--- src/rtl/user_macro_mux.sv ---
// user_macro_mux: fans the Caravel host Wishbone bus out to N_SLOTS user macros, bounds each
// transfer with a timeout, and muxes one slot onto the IO pads. USER_MACRO_MUX_IRQ_EN enables user_irq.
module user_macro_mux #(
    parameter int         N_SLOTS = 4,
    parameter logic [7:0] BASE_HI = 8'h30,
    parameter int         TIMEOUT = 255,
    parameter int         IO_W    = 38
) (
    input  logic                    wb_clk_i,
    input  logic                    wb_rst_i,
    input  logic                    wbs_cyc_i,
    input  logic                    wbs_stb_i,
    input  logic                    wbs_we_i,
    input  logic [31:0]             wbs_adr_i,
    input  logic [31:0]             wbs_dat_i,
    input  logic [3:0]              wbs_sel_i,
    output logic                    wbs_ack_o,
    output logic [31:0]             wbs_dat_o,
    output logic [N_SLOTS-1:0]      m_cyc_o,
    output logic [N_SLOTS-1:0]      m_stb_o,
    output logic                    m_we_o,
    output logic [19:0]             m_adr_o,
    output logic [31:0]             m_dat_o,
    output logic [3:0]              m_sel_o,
    input  logic [32*N_SLOTS-1:0]   m_dat_i,
    input  logic [N_SLOTS-1:0]      m_ack_i,
    input  logic [N_SLOTS-1:0]      m_irq_i,
    input  logic [IO_W*N_SLOTS-1:0] m_io_out,
    input  logic [IO_W*N_SLOTS-1:0] m_io_oeb,
    output logic [IO_W-1:0]         io_out,
    output logic [IO_W-1:0]         io_oeb,
    output logic [2:0]              user_irq
);
    localparam logic [3:0]  NSLOT4   = 4'(N_SLOTS);
    localparam logic [3:0]  CSR_IDX  = 4'hF;
    localparam logic [15:0] TO_LIM   = 16'(TIMEOUT);
    localparam logic [31:0] ERR_WORD = 32'hDEAD_BEEF;

    typedef enum logic [1:0] {IDLE, FWD, RESP} state_t;

    state_t              state_q, state_d;
    logic [3:0]          slot_q, slot_d;
    logic [15:0]         timer_q, timer_d;
    logic                ack_q, ack_d;
    logic [31:0]         rdat_q, rdat_d;
    logic                we_q, we_d;
    logic [19:0]         adr_q, adr_d;
    logic [31:0]         wdat_q, wdat_d;
    logic [3:0]          sel_q, sel_d;
    logic [3:0]          owner_q, owner_d;
    logic [N_SLOTS-1:0]  enable_q, enable_d;
    logic [7:0]          to_cnt_q, to_cnt_d;
    logic [3:0]          last_to_q, last_to_d;

    logic                ack_sel, en_sel, req, hit;
    logic [3:0]          idx;
    logic [31:0]         rdat_sel, csr_rdat;
    logic [N_SLOTS-1:0]  stb_vec;

    assign req = wbs_cyc_i & wbs_stb_i & ~ack_q;
    assign hit = (wbs_adr_i[31:24] == BASE_HI);
    assign idx = wbs_adr_i[23:20];

    // Per-slot selects: active slot during FWD, and enable bit of the slot being decoded.
    always_comb begin
        ack_sel  = 1'b0;
        rdat_sel = '0;
        en_sel   = 1'b0;
        stb_vec  = '0;
        for (int s = 0; s < N_SLOTS; s++) begin
            if (slot_q == 4'(s)) begin
                ack_sel  = m_ack_i[s];
                rdat_sel = m_dat_i[32*s +: 32];
            end
            if (idx == 4'(s)) en_sel = enable_q[s];
            stb_vec[s] = (state_q == FWD) && (slot_q == 4'(s));
        end
    end

    always_comb begin
        csr_rdat = '0;
        case (wbs_adr_i[3:2])
            2'd0:    csr_rdat[3:0] = owner_q;
            2'd1:    csr_rdat[N_SLOTS-1:0] = enable_q;
            2'd2:    csr_rdat[11:0] = {last_to_q, to_cnt_q};
            default: csr_rdat = 32'(N_SLOTS);
        endcase
    end

    always_comb begin
        state_d   = state_q;
        slot_d    = slot_q;
        timer_d   = timer_q;
        ack_d     = 1'b0;
        rdat_d    = rdat_q;
        we_d      = we_q;
        adr_d     = adr_q;
        wdat_d    = wdat_q;
        sel_d     = sel_q;
        owner_d   = owner_q;
        enable_d  = enable_q;
        to_cnt_d  = to_cnt_q;
        last_to_d = last_to_q;
        case (state_q)
            IDLE: if (req) begin
                we_d   = wbs_we_i;
                adr_d  = wbs_adr_i[19:0];
                wdat_d = wbs_dat_i;
                sel_d  = wbs_sel_i;
                if (hit && idx == CSR_IDX) begin
                    rdat_d  = csr_rdat;
                    ack_d   = 1'b1;
                    state_d = RESP;
                    if (wbs_we_i) begin
                        case (wbs_adr_i[3:2])
                            2'd0: if (wbs_sel_i[0]) owner_d = wbs_dat_i[3:0];
                            2'd1: for (int i = 0; i < N_SLOTS; i++)
                                      if (wbs_sel_i[i/8]) enable_d[i] = wbs_dat_i[i];
                            2'd2: begin
                                to_cnt_d  = 8'd0;
                                last_to_d = 4'd0;
                            end
                            default: ;
                        endcase
                    end
                end else if (hit && idx < NSLOT4 && en_sel) begin
                    // Timer holds the number of FWD cycles spent, including the current one.
                    slot_d  = idx;
                    timer_d = 16'd1;
                    state_d = FWD;
                end else begin
                    rdat_d  = '0;
                    ack_d   = 1'b1;
                    state_d = RESP;
                end
            end
            FWD: begin
                if (ack_sel) begin
                    rdat_d  = rdat_sel;
                    ack_d   = 1'b1;
                    state_d = RESP;
                end else if (timer_q == TO_LIM) begin
                    rdat_d    = ERR_WORD;
                    ack_d     = 1'b1;
                    state_d   = RESP;
                    last_to_d = slot_q;
                    if (to_cnt_q != 8'hFF) to_cnt_d = to_cnt_q + 8'd1;
                end else begin
                    timer_d = timer_q + 16'd1;
                end
            end
            RESP:    state_d = IDLE;
            default: state_d = IDLE;
        endcase
    end

    always_ff @(posedge wb_clk_i) begin
        if (wb_rst_i) begin
            state_q   <= IDLE;
            slot_q    <= '0;
            timer_q   <= '0;
            ack_q     <= 1'b0;
            rdat_q    <= '0;
            we_q      <= 1'b0;
            adr_q     <= '0;
            wdat_q    <= '0;
            sel_q     <= '0;
            owner_q   <= '0;
            enable_q  <= '1;
            to_cnt_q  <= '0;
            last_to_q <= '0;
        end else begin
            state_q   <= state_d;
            slot_q    <= slot_d;
            timer_q   <= timer_d;
            ack_q     <= ack_d;
            rdat_q    <= rdat_d;
            we_q      <= we_d;
            adr_q     <= adr_d;
            wdat_q    <= wdat_d;
            sel_q     <= sel_d;
            owner_q   <= owner_d;
            enable_q  <= enable_d;
            to_cnt_q  <= to_cnt_d;
            last_to_q <= last_to_d;
        end
    end

    assign wbs_ack_o = ack_q;
    assign wbs_dat_o = rdat_q;
    assign m_cyc_o   = stb_vec;
    assign m_stb_o   = stb_vec;
    assign m_we_o    = we_q;
    assign m_adr_o   = adr_q;
    assign m_dat_o   = wdat_q;
    assign m_sel_o   = sel_q;

    // An owner outside the populated slots parks the pads as inputs.
    always_comb begin
        io_out = '0;
        io_oeb = '1;
        for (int s = 0; s < N_SLOTS; s++) begin
            if (owner_q == 4'(s)) begin
                io_out = m_io_out[IO_W*s +: IO_W];
                io_oeb = m_io_oeb[IO_W*s +: IO_W];
            end
        end
    end

`ifdef USER_MACRO_MUX_IRQ_EN
    logic irq_lvl_q, irq_lvl_d;

    always_comb irq_lvl_d = |(m_irq_i & enable_q);

    always_ff @(posedge wb_clk_i) begin
        if (wb_rst_i) irq_lvl_q <= 1'b0;
        else          irq_lvl_q <= irq_lvl_d;
    end

    assign user_irq = {1'b0, irq_lvl_q, (to_cnt_q != 8'd0)};
`else
    logic unused_irq;
    assign unused_irq = ^m_irq_i;
    assign user_irq   = 3'b000;
`endif

endmodule

--- config.mk ---
export PLATFORM = sky130hd
export DESIGN_NAME = user_macro_mux
export DESIGN_NICKNAME = d
export VERILOG_FILES = /design/src/rtl/user_macro_mux.sv
export SDC_FILE = /design/constraint.sdc
export NUM_CORES = 1
export LEC_CHECK = 0
export BUFFER_PORTS_ARGS = -buffer_cell sky130_fd_sc_hd__buf_2
export CAP_MARGIN = 40
export CORE_AREA = 8 8 265 267
export CTS_CLUSTER_DIAMETER = 150
export DETAILED_ROUTE_END_ITERATION = 12
export DIE_AREA = 0 0 273 275
export GPL_TIMING_DRIVEN = 1
export PLACE_DENSITY = 0.44
export SYNTH_ARGS = -nofsm -noshare
export SYNTH_HDL_FRONTEND = slang
export SYNTH_SLANG_ARGS = --single-unit
export TNS_END_PERCENT = 100
--- constraint.sdc ---
create_clock -name wb_clk_i -period 6.07 [get_ports wb_clk_i]
set_input_delay 1.5175 -clock wb_clk_i [delete_from_list [all_inputs] [get_ports wb_clk_i]]
set_output_delay 1.5175 -clock wb_clk_i [all_outputs]
set_load 0.05 [all_outputs]
## Word level (Yosys, flattened, before mapping)

Cells that the tools add are included.

| word-level totals | value |
|---|---|
| memories | 0 |
| bits in latches | 0 |
| memory bits (writable) | 0 |
| memory bits (read-only) | 0 |
| register bits after elaboration | 132 |
| logic and storage cells | 131 |

| cells by class | value |
|---|---|
| divide/modulo/power cells | 0 |
| multipliers | 0 |
| $add $sub $neg | 2 |
| eq/ne operators | 28 |
| shift-type cells | 0 |
| muxes and demuxes | 61 |
| reductions and logical operators | 22 |
| order comparisons | 1 |
| bitwise logic cells | 4 |

Operators by type and width:

| operator | count |
|---|---|
| 38-bit 2-to-1 mux | 8 |
| 32-bit 2-to-1 mux | 9 |
| 16-bit 2-to-1 mux | 5 |
| 8-bit 2-to-1 mux | 8 |
| 32-bit one-hot mux with 2 select lines | 1 |
| 16-bit one-hot mux with 2 select lines | 1 |
| 4-bit by 2-bit == test with 1-bit output (second input constant) | 6 |
| 4-bit 2-to-1 mux | 6 |
| 6-bit AND reduction | 3 |
| 16-bit by 1-bit adder with 16-bit output (second input constant) | 1 |
| 16-bit by 8-bit == test with 1-bit output (second input constant) | 1 |
| 8-bit one-hot mux with 2 select lines | 1 |
| 2-bit != test (second input constant) | 7 |
| 1-bit 2-to-1 mux | 13 |
| 4-bit by 1-bit == test with 1-bit output (second input constant) | 3 |
| 4-bit logical NOT | 3 |
| 4-bit one-hot mux with 3 select lines | 1 |
| 2-bit 2-to-1 mux | 5 |
| 8-bit by 1-bit adder with 8-bit output (second input constant) | 1 |
| 8-bit by 6-bit == test with 1-bit output (second input constant) | 1 |
| 8-bit != test (second input constant) | 1 |
| 4-bit one-hot mux with 2 select lines | 1 |
| 4-bit AND reduction | 2 |
| 8-bit AND reduction | 1 |
| 16 further kinds | 29 |

## Logic depth before layout (Yosys ltp)

Gate-level depths: netlist of run 1.

| logic depth | value |
|---|---|
| depth after elaboration | 10 |
| mapped depth | 9 |
| depth with buffers taken out | 7 |

## Worst setup path before layout of run 1

Ideal clock, no wire load.

| timing path | value |
|---|---|
| path kind | reg2out |
| start point | register state_q[0] |
| end point | output m_stb_o[0] |
| arrival | 2.656 ns |
| stages on the path, launching flop included | 5 |
| path slack | 1.896 ns |
| required time | 4.552 ns |
| cells stage by stage | dfxtp_1 clkbuf_1 nor4b_1 nor3b_1 buf_4 |

| between the ends | value |
|---|---|
| longest elaborated chain between the ends | 2 |

RTL lines:

| item | RTL line | text |
|---|---|---|
| start: declaration | 41 | `state_t state_q, state_d;` |
| start signal: assignment | 173 | `state_q <= state_d;` |
| 2-bit by 1-bit == test with 1-bit output | 76 | `stb_vec[s] = (state_q == FWD) && (slot_q == 4'(s));` |
| 1-bit logical AND | 76 |  |
| end: declaration | 20 | `output logic [N_SLOTS-1:0] m_stb_o,` |

Every way passes these cells.

## Worst setup path after layout of run 1

| timing path | value |
|---|---|
| start point | register owner_q[0] |
| end point | output io_out[19] |

| between the ends | value |
|---|---|
| longest elaborated chain between the ends | 5 |
| elaborated cells on any way between the ends | 8 |

RTL lines:

| item | RTL line | text |
|---|---|---|
| start: declaration | 50 | `logic [3:0] owner_q, owner_d;` |
| start signal: assignment | 182 | `owner_q <= owner_d;` |
| 4-bit logical NOT | 203 | `if (owner_q == 4'(s)) begin` |
| 38-bit 2-to-1 mux (3 in series) | 203 |  |
| 38-bit 2-to-1 mux * | 203 |  |
| end: declaration | 30 | `output logic [IO_W-1:0] io_out,` |

Every way passes the cells marked *; elsewhere a longest branch is shown, timed or not.

==> metrics.cfg, run 1 <==
[status]
status=finished clean

[clock_network]
ctsHoldBuffers=0
cts.clk_slew.worst_paths_ps=60
post_cts_buffers=0
clock_path_buffers=2
ctsRootBufferMaster=clkbuf_16
cts.sinks=132
h-tree-depth=4
cts_resized=0
cts_buffers=17
insertion_delay_ps=470
cts_tree=done

[power]
p_leak_nw=5.90
vdd_ir_drop_max_mv=0.140
p_per_area_nw_per_um2=189

[routing]
drtIter0Drc=458
viasPerCell=4.03
num_vias=9849
drt.antenna.violating_nets=0
wirelength_um=56800
drc=0
drtPass1Iterations=4
wl_per_cell_um=23.2

[layout]
seq_area_um2=2650
num-nets-final=2062
syn_to_final_growth_pct=58.0
fill_cells=7504
utilization_pct=20.4
multi_input_area_um2=5560
layout_common_cells=buf_2, nand2_1, dfxtp_1
final_common_cell=buf_2
drive_gt1_share_pct=57.4

[placement]
gp_congestion=0.926
dpl.hpwl_um=48500
io_buffer_count=682

[synth]
synth-edff-count=0
ys_ff_latch=132
syn-cell-area_um2=8580
dominantRegCellSynth=dfxtp_1
synth_cell_types=53
synth_area_per_cell_um2=9.41
ys_warn_count=0
yosysSeqAreaShare_pct=30.8
synth_top_area_cell=dfxtp_1
synth_top_cell_area_share_pct=30.8
yosys-top-cells-area=dfxtp_1, mux4_2, nand2_1
async_reset_ff_share_pct=0
synth_cells=912

[sta]
finalSetupViolCount=0
period_needed_ps=4360
hold_ws_ps=449
fin_skew_ps=13.1
tightest_slew_ps=928
slew_headroom_pct=37.6
totalNegativeSetupSlack_ps=0
rsz0062_at_grt=no
hold_violations=0
fmax_mhz=229
min_period_over_period_pct=71.9
drv_slew=0

[worst_setup_path]
worstPathArrival_ps=2840
startpoint_type=register
critPathRequiredTime_ps=4550
crit_type=reg -> out
crit_fanout=36
critPathCaptureType=output port

[floorplan]
num_rows=95
die_height_um=275
coreArea_um2=66300
die-width_um=273
dieArea_um2=75100
io_pins=690
initial_utilization_pct=12.9

[global_route]
grt-ovfl-total=0
grt_max_degree=67
antenna_found_initial=27
grt_usage_pct=14.4
grt_pass1_vias=10400
grt_pass1_wl_um=77400

[run]
maxCapViolCount=0

[hold_path]
hold_class=reg -> reg

==> per-layer routing <==
metal  track usage (%)  vias up  part of all wire [%]
met2              26.4      481                    52
met4              5.72        6                   2.6
met1              14.8     4686                    36
li1                  -     4604                     -
met5                 0        -                 0.055
met3              5.28       72                   9.2
==> Yosys cell counts, types with 3 or more instances <==
cell type and instances:
a211o_1 7, a211oi_1 4, a21oi_1 109, a22oi_1 6, and3_1 10, buf_1 12, buf_2 4, buf_4 7
clkbuf_1 65, dfxtp_1 132, inv_1 12, mux2i_1 9, mux4_2 110, nand2_1 174, nand2b_1 4, nand3_1 16
nand4_1 12, nor2_1 51, nor2b_1 44, nor3_1 3, o211ai_1 14, o21ai_0 6, o32ai_1 5, or2_2 39
or3_1 6, or4_1 4, xor2_1 13
==> path summary, 6_finish.rpt <==
kind | startpoint | slack, ps | cells after the start | end
setup / recovery | owner_q[0]$_SDFFE_PP0P_ | 1710 | 4 | io_out[19]
hold / removal | wbs_dat_o[30]$_SDFFE_PP0P_ | 450 | 2 | wbs_dat_o[30]$_SDFFE_PP0P_
setup reg to reg | slot_q[3]$_SDFFE_PP0P_ | 2800 | 7 | wbs_dat_o[2]$_SDFFE_PP0P_
hold reg to reg | wbs_dat_o[30]$_SDFFE_PP0P_ | 450 | 2 | wbs_dat_o[30]$_SDFFE_PP0P_
==> cell families after synthesis <==
logic type	count (synthesis)	synth area share [%]
AND/OR/NAND/NOR	381	21.5
AO/OA/AOI/OAI	162	11.1
flip-flops	132	30.8
multiplexers	120	30.0
buffers and inverters	101	4.87
XOR/XNOR	13	1.33
adder cells (fa/ha/maj)	2	0.291
other	1	0.0437
==> metrics by stage <==
stage                     power [mW]  setup WS [ps]  area, um2  instances
after floorplan                 1.22           1900       8590        914
after global placement          1.49           1770      12900       2401
final                           2.57           1710      13600       2441
after global routing            2.69           1450      13600       2440
after detailed placement        1.50           1740      12900       2401
after CTS                       2.62           1530      13500       2433
==> power breakdown <==
| part | total [mW] | internal (mW) | switching (mW) |
|---|---|---|---|
| clock network | 1.09 | 0.645 | 0.448 |
| registers | 0.894 | 0.884 | 0.00940 |
| logic | 0.578 | 0.227 | 0.352 |
| total | 2.57 | 1.76 | 0.809 |
==> layout make-up <==
| cell class | count | area share, % |
|---|---|---|
| multi-input combinational | 681 | 41.0 |
| timing repair buffer | 703 | 26.4 |
| sequential | 132 | 19.6 |
| tap | 873 | 8.05 |
| clock buffer | 20 | 3.45 |
| clock inverter | 12 | 1.04 |
| inverter | 12 | 0.332 |
| antenna | 8 | 0.148 |
==> state kept, by name, summed over array words and instances (netlist names) <==
name,flops
owner_q,4
m_sel_o,4
to_cnt_q,8
state_q,2
wbs_dat_o,32
m_dat_o,32
slot_q,4
wbs_ack_o,1
timer_q,16
enable_q,4
last_to_q,4
m_we_o,1
m_adr_o,20
==> worst max-delay path, cell delays in order (launching register included) <==
cell and delay [ps]:
dfxtp_4 790, buf_4 510, mux4_2 560, nor2b_1 210, buf_2 260
Note: power is estimated with default switching activity, not from simulation.
==> run 2, diff against run 1 <==
ABC_AREA = 1   (was default)
CORE_AREA = 8 8 266 268   (was 8 8 265 267)
DIE_AREA = 0 0 274 276   (was 0 0 273 275)
clock period = 4.3 ns   (was 6.07 ns; I/O delays follow)
==> run 2 against run 1 <==
Effect of this change:
- die area grew 0.73%
- count of clock-buffer cells in the layout stayed put
- area after synthesis down 0.52%
- sequential power up 44%
==> metrics.cfg, run 2 <==
[status]
status=finished clean  ; unchanged

[placement]
post-place-ws_ps=847  ; was 1740 ps
dp.cells=2852  ; was 2401
gp_congestion=0.865  ; was 0.926
dpl-instance-area_um2=12900  ; about the same
dpl.hpwl_um=45800  ; was 48500 um
io_buffer_count=682  ; unchanged

[synth]
synth_cell_types=40  ; was 53
synth_top_area_cell=dfxtp_1  ; unchanged
synth_most_common_cell=nand2_1  ; unchanged
dominantRegCellSynth=dfxtp_1  ; unchanged
async_reset_ff_share_pct=0  ; unchanged
yosysSeqAreaShare_pct=30.9  ; was 30.8%
synth-edff-count=0  ; unchanged
ys_ff_latch=132  ; unchanged
synth_area_per_cell_um2=6.25  ; was 9.41 um2
yosys-top-cells-area=dfxtp_1, nand2_1, nor2_1  ; was dfxtp_1, mux4_2, nand2_1
ys_warn_count=0  ; unchanged
syn-cell-area_um2=8540  ; was 8580 um2
synth_top_cell_area_share_pct=30.9  ; was 30.8%
synth_common_cells=nand2_1, nor2_1, dfxtp_1  ; was nand2_1, dfxtp_1, mux4_2
synth_cells=1367  ; was 912

[power]
p_per_area_nw_per_um2=284  ; was 189 nW/um2
power_mw=3.86  ; was 2.57 mW
p_leak_nw=6.78  ; was 5.90 nW
vdd_ir_drop_max_mv=0.342  ; was 0.140 mV

[floorplan]
die_height_um=276  ; was 275 um
io_pins=690  ; unchanged
num_rows=95  ; unchanged
initial_utilization_pct=12.8  ; was 12.9%
dieArea_um2=75600  ; was 75100 um2
die-width_um=274  ; was 273 um
coreArea_um2=66600  ; was 66300 um2

[layout]
syn_to_final_growth_pct=59.3  ; was 58.0%
fin_cells=2894  ; was 2441
layout_common_cells=buf_2, nand2_1, nor2_1  ; was buf_2, nand2_1, dfxtp_1
multi_input_area_um2=5010  ; was 5560 um2
seq_area_um2=2640  ; was 2650 um2
utilization_pct=20.4  ; about the same
num-nets-final=2513  ; was 2062
fill_cells=7755  ; was 7504
drive_gt1_share_pct=38.0  ; was 57.4%
final_common_cell=buf_2  ; unchanged
final_cell_area_um2=13600  ; about the same

[clock_network]
insertion_delay_ps=470  ; about the same
cts.sinks=132  ; unchanged
cts.clk_slew.worst_paths_ps=60  ; about the same
post_cts_buffers=0  ; unchanged
cts_resized=0  ; unchanged
ctsHoldBuffers=0  ; unchanged
cts_tree=done  ; unchanged
cts_buffers=17  ; unchanged
ctsRootBufferMaster=clkbuf_16  ; unchanged
clock_path_buffers=2  ; unchanged
h-tree-depth=4  ; unchanged

[sta]
fin_skew_ps=15.6  ; was 13.1 ps
finalSetupViolCount=0  ; unchanged
hold_violations=0  ; unchanged
slew_headroom_pct=44.8  ; was 37.6%
totalNegativeSetupSlack_ps=0  ; unchanged
rsz0062_at_grt=no  ; unchanged
hold_ws_ps=465  ; was 449 ps
min_period_over_period_pct=89.5
period_needed_ps=3850
drv_slew=0  ; unchanged
fmax_mhz=260
worst_slack_ps=450  ; was 1710 ps
tightest_slew_ps=828  ; was 928 ps

[worst_setup_path]
crit_chain=nor2_4 -> nand3_4 -> o22ai_1 -> a221o_1 -> buf_2  ; was buf_4 -> mux4_2 -> nor2b_1 -> buf_2
crit_fanout=23  ; was 36
cpMaxStageDelayCell=o22ai_1  ; was dfxtp_4
startpoint_type=register  ; unchanged
crit_type=reg -> out  ; unchanged
critPathRequiredTime_ps=3220  ; was 4550 ps
worstPathArrival_ps=2780  ; was 2840 ps
worst_path_largest_cell_delay_ps=770  ; was 790 ps
critPathCaptureType=output port  ; unchanged

[global_route]
grt_usage_pct=13.7  ; was 14.4%
grt_pass1_wl_um=78700  ; was 77400 um
antenna_found_initial=24  ; was 27
grt_max_degree=82  ; was 67
grt_pass1_vias=11600  ; was 10400
grt-ovfl-total=0  ; unchanged

[routing]
viasPerCell=4.04  ; was 4.03
drc=0  ; unchanged
wirelength_um=55500  ; was 56800 um
wl_per_cell_um=19.2  ; was 23.2 um
num_vias=11700  ; was 9849
drt.antenna.violating_nets=0  ; unchanged
drtPass1Iterations=4  ; unchanged
drtIter0Drc=726  ; was 458

[hold_path]
hold_class=reg -> reg  ; unchanged

[run]
maxCapViolCount=0  ; unchanged

run 2: worst paths after layout:
| kind | end | slack (ps) | cells past startpoint | startpoint |
|---|---|---|---|---|
| worst max-delay path | io_out[29] | 450 | 5 | owner_q[2]$_SDFFE_PP0P_ |
| worst min-delay path | wbs_dat_o[24]$_SDFFE_PP0P_ | 470 | 2 | wbs_dat_o[24]$_SDFFE_PP0P_ |
| worst max register to register | wbs_dat_o[5]$_SDFFE_PP0P_ | 1820 | 8 | slot_q[2]$_SDFFE_PP0P_ |
| worst min register to register | wbs_dat_o[24]$_SDFFE_PP0P_ | 470 | 2 | wbs_dat_o[24]$_SDFFE_PP0P_ |
run 2: routing by layer:
metal  GRT usage [%]  share of wire (%)  vias to the layer above
met3            3.87                7.9                       68
li1                -                  -                     5878
met2            23.6                 49                      454
met4            4.20                2.4                        6
met1            16.4                 41                     5272
met5               0              0.061                        -
run 2: cells by family after synthesis:
family	Yosys count	synth area share (%)
flip-flops	132	30.9
other	1	0.0439
AND/OR/NAND/NOR	690	34.3
XOR/XNOR	9	0.923
AO/OA/AOI/OAI	304	22.5
buffers and inverters	229	11.0
adder cells (fa/ha/maj)	2	0.293
run 2: cell type report:
cell class	instances	share of cell area, %
Multi-Input combinational cell	1008	36.9
Timing Repair Buffer	706	27.0
Sequential cell	132	19.4
Tap cell	873	8.03
Inverter	133	3.67
Clock buffer	20	3.36
Clock inverter	12	1.48
Antenna cell	10	0.184
run 2: worst max-delay path, delay by kind of cell, from the launching register on:
| family | cells | cell delay [ps] |
|---|---|---|
| and+or+nand+nor | 2 | 700 |
| buffers and inverters | 1 | 270 |
| AOI/OAI and AO/OA | 2 | 970 |
| DFF | 1 | 350 |
run 2: power breakdown:
group / switching, mW / internal (mW)
Clock: 0.615 / 1.06
Combinational: 0.593 / 0.307
Sequential: 0.0206 / 1.27
Total: 1.23 / 2.64
==> run 3, diff against run 2 <==
CORE_AREA = 8 8 265 267   (was 8 8 266 268)
DIE_AREA = 0 0 273 275   (was 0 0 274 276)
PLACE_DENSITY = default   (was 0.44)
PLACE_DENSITY_LB_ADDON = 0.05   (was default)
==> run 3 against run 2 <==
Effect of this change:
- core utilization rose by 0.10 points
- first-iteration DRC count rose by 23%
- global-route usage rose by 3.4 points
- worst hold slack got worse by 8.1 ps
- non-clock buffer count fell by 4
- combinational power rose by 2.8%
- sequential power barely moved
- cell count rose by 0.45%
==> metrics.cfg, run 3 (same netlist as run 2, synthesis figures left out) <==
[status]
status=finished clean  ; unchanged

[layout]
seq_area_um2=2640  ; unchanged
final_common_cell=buf_2  ; unchanged
fill_cells=7749  ; was 7755
num-nets-final=2509  ; was 2513
utilization_pct=20.5  ; was 20.4%
drive_gt1_share_pct=37.8  ; was 38.0%
syn_to_final_growth_pct=59.5  ; was 59.3%
multi_input_area_um2=5000  ; was 5010 um2
layout_common_cells=buf_2, nand2_1, nor2_1  ; unchanged

[floorplan]
coreArea_um2=66300  ; was 66600 um2
initial_utilization_pct=12.9  ; was 12.8%
io_pins=690  ; unchanged
dieArea_um2=75100  ; was 75600 um2
die_height_um=275  ; was 276 um
num_rows=95  ; unchanged
die-width_um=273  ; was 274 um

[hold_path]
hold_class=reg -> reg  ; unchanged
worstHoldEndpoint=wbs_dat_o[29]$_SDFFE_PP0P_  ; was wbs_dat_o[24]$_SDFFE_PP0P_
min_path_cells=2  ; unchanged
holdCritStartpoint=wbs_dat_o[29]$_SDFFE_PP0P_  ; was wbs_dat_o[24]$_SDFFE_PP0P_

[power]
p_int_mw=2.45  ; was 2.64 mW
seqPwrFrac_pct=34.7  ; was 33.4%
swShare_pct=34.0  ; was 31.8%
p_per_area_nw_per_um2=273  ; was 284 nW/um2
vdd_ir_drop_max_mv=0.248  ; was 0.342 mV
p_clk_share_pct=40.4  ; was 43.3%
power.switching_mw=1.26  ; was 1.23 mW
pwr-share-comb_pct=24.9  ; was 23.3%
p_leak_nw=6.75  ; was 6.78 nW

[clock_network]
cts.sinks=132  ; unchanged
clock_path_buffers=2  ; unchanged
insertion_delay_ps=450  ; was 470 ps
cts_tree=done  ; unchanged
ctsRootBufferMaster=clkbuf_16  ; unchanged
ctsHoldBuffers=0  ; unchanged
cts_resized=0  ; unchanged
h-tree-depth=4  ; unchanged
cts_buffers=17  ; unchanged
post_cts_buffers=0  ; unchanged
cts.clk_slew.worst_paths_ps=60  ; about the same

[routing]
num_vias=12000  ; was 11700
drtPass1Iterations=6  ; was 4
drt.antenna.violating_nets=0  ; unchanged
viasPerCell=4.13  ; was 4.04
wirelength_um=69600  ; was 55500 um
drtIter0Drc=890  ; was 726
wl_per_cell_um=23.9  ; was 19.2 um
drc=0  ; unchanged

[sta]
drv_slew=0  ; unchanged
period_needed_ps=3780  ; was 3850 ps
finalSetupViolCount=0  ; unchanged
tightest_slew_ps=729  ; was 828 ps
fmax_mhz=264  ; was 260 MHz
fin_skew_ps=14.0  ; was 15.6 ps
rsz0062_at_grt=no  ; unchanged
slew_headroom_pct=51.3  ; was 44.8%
hold_violations=0  ; unchanged
totalNegativeSetupSlack_ps=0  ; unchanged
min_period_over_period_pct=87.9  ; was 89.5%

[worst_setup_path]
r2r_cells=9  ; was 8
worst_path_largest_cell_delay_ps=540  ; was 770 ps
crit_type=reg -> out  ; unchanged
cpMaxStageDelayCell=nand3_2  ; was o22ai_1
r2r_end=wbs_dat_o[2]$_SDFFE_PP0P_  ; was wbs_dat_o[5]$_SDFFE_PP0P_
critPathCaptureType=output port  ; unchanged
critPathRequiredTime_ps=3220  ; about the same
crit_family=buffers and inverters  ; was compound AO/OA/AOI/OAI gates
worstPathArrival_ps=2710  ; was 2780 ps
worstPathBufferInverterCount=3  ; was 1
crit_chain=inv_1 -> nand3_2 -> buf_12 -> o22ai_1 -> a221o_1 -> buf_2  ; was nor2_4 -> nand3_4 -> o22ai_1 -> a221o_1 -> buf_2
startpoint_type=register  ; unchanged
crit_fanout=28  ; was 23
r2r_start=slot_q[3]$_SDFFE_PP0P_  ; was slot_q[2]$_SDFFE_PP0P_
reg2reg_slack_ps=1730  ; was 1820 ps

[placement]
io_buffer_count=682  ; unchanged
dpl.hpwl_um=57300  ; was 45800 um
gp_congestion=0.897  ; was 0.865

[global_route]
grt_pass1_wl_um=91900  ; was 78700 um
grt_usage_pct=17.2  ; was 13.7%
grt-ovfl-total=0  ; unchanged
antenna_found_initial=61  ; was 24
grt_pass1_vias=11400  ; was 11600
grt_max_degree=82  ; unchanged

[run]
maxCapViolCount=0  ; unchanged

run 3: cell type report:
type / instances / area share (%)
repair buffers: 702 / 27.5
inverters: 133 / 3.67
clock buffers: 21 / 3.31
multi-input cells: 1008 / 36.7
flip-flops and latches: 132 / 19.4
diodes: 27 / 0.496
clock inverters: 11 / 0.946
well taps: 873 / 8.02
run 3: worst max-delay path by stage:
stage                 end  slack, ps                     from  cells past startpoint
2_1_floorplan  m_stb_o[1]        730  state_q[0]$_SDFFE_PP0P_                      7
3_3_place_gp   io_out[21]        930  owner_q[0]$_SDFFE_PP0P_                      6
3_5_place_dp   io_out[21]        910  owner_q[0]$_SDFFE_PP0P_                      6
4_1_cts        io_out[21]        420  owner_q[0]$_SDFFE_PP0P_                      6
5_1_grt        io_oeb[21]        270  owner_q[2]$_SDFFE_PP0P_                      8
6_report       io_out[33]        520  owner_q[0]$_SDFFE_PP0P_                      6
run 3: power by group through the flow:
stage                     Sequential, mW  Clock, mW  Combinational [mW]
after CTS                           1.29       1.57               0.938
after floorplan                     1.47          0               0.331
after detailed placement            1.32          0               0.934
after global placement              1.32          0               0.935
final                               1.29       1.50               0.924
after global routing                1.29       1.61               0.988
run 3: worst reg2reg max path, stage by stage (launching register included):
cell and delay [ps]:
dfxtp_1 390, nor2_4 70, nand3_2 70, buf_4 290, or2_4 210, nand3_2 250, inv_1 430, nand2_1 290
a21oi_1 360, nor2_1 80
run 3: metal layers:
layer | global-route usage, % | vias to the layer above | wire length [um]
met5 | 0 | - | 185
met4 | 5.46 | 26 | 1440
met3 | 7.26 | 93 | 6380
met2 | 28.2 | 465 | 33500
met1 | 20.2 | 5523 | 28100
li1 | - | 5901 | -
run 3: through the flow:
step	power, mW	cell area, um2	worst slack (ps)	hold WS (ps)	std cells
3_5_place_dp	2.25	13000	914	449	2848
2_1_floorplan	1.80	8550	729	446	1369
5_1_grt	3.89	13600	272	485	2894
3_3_place_gp	2.25	13000	933	450	2848
4_1_cts	3.80	13600	419	460	2880
6_report	3.72	13600	519	457	2907
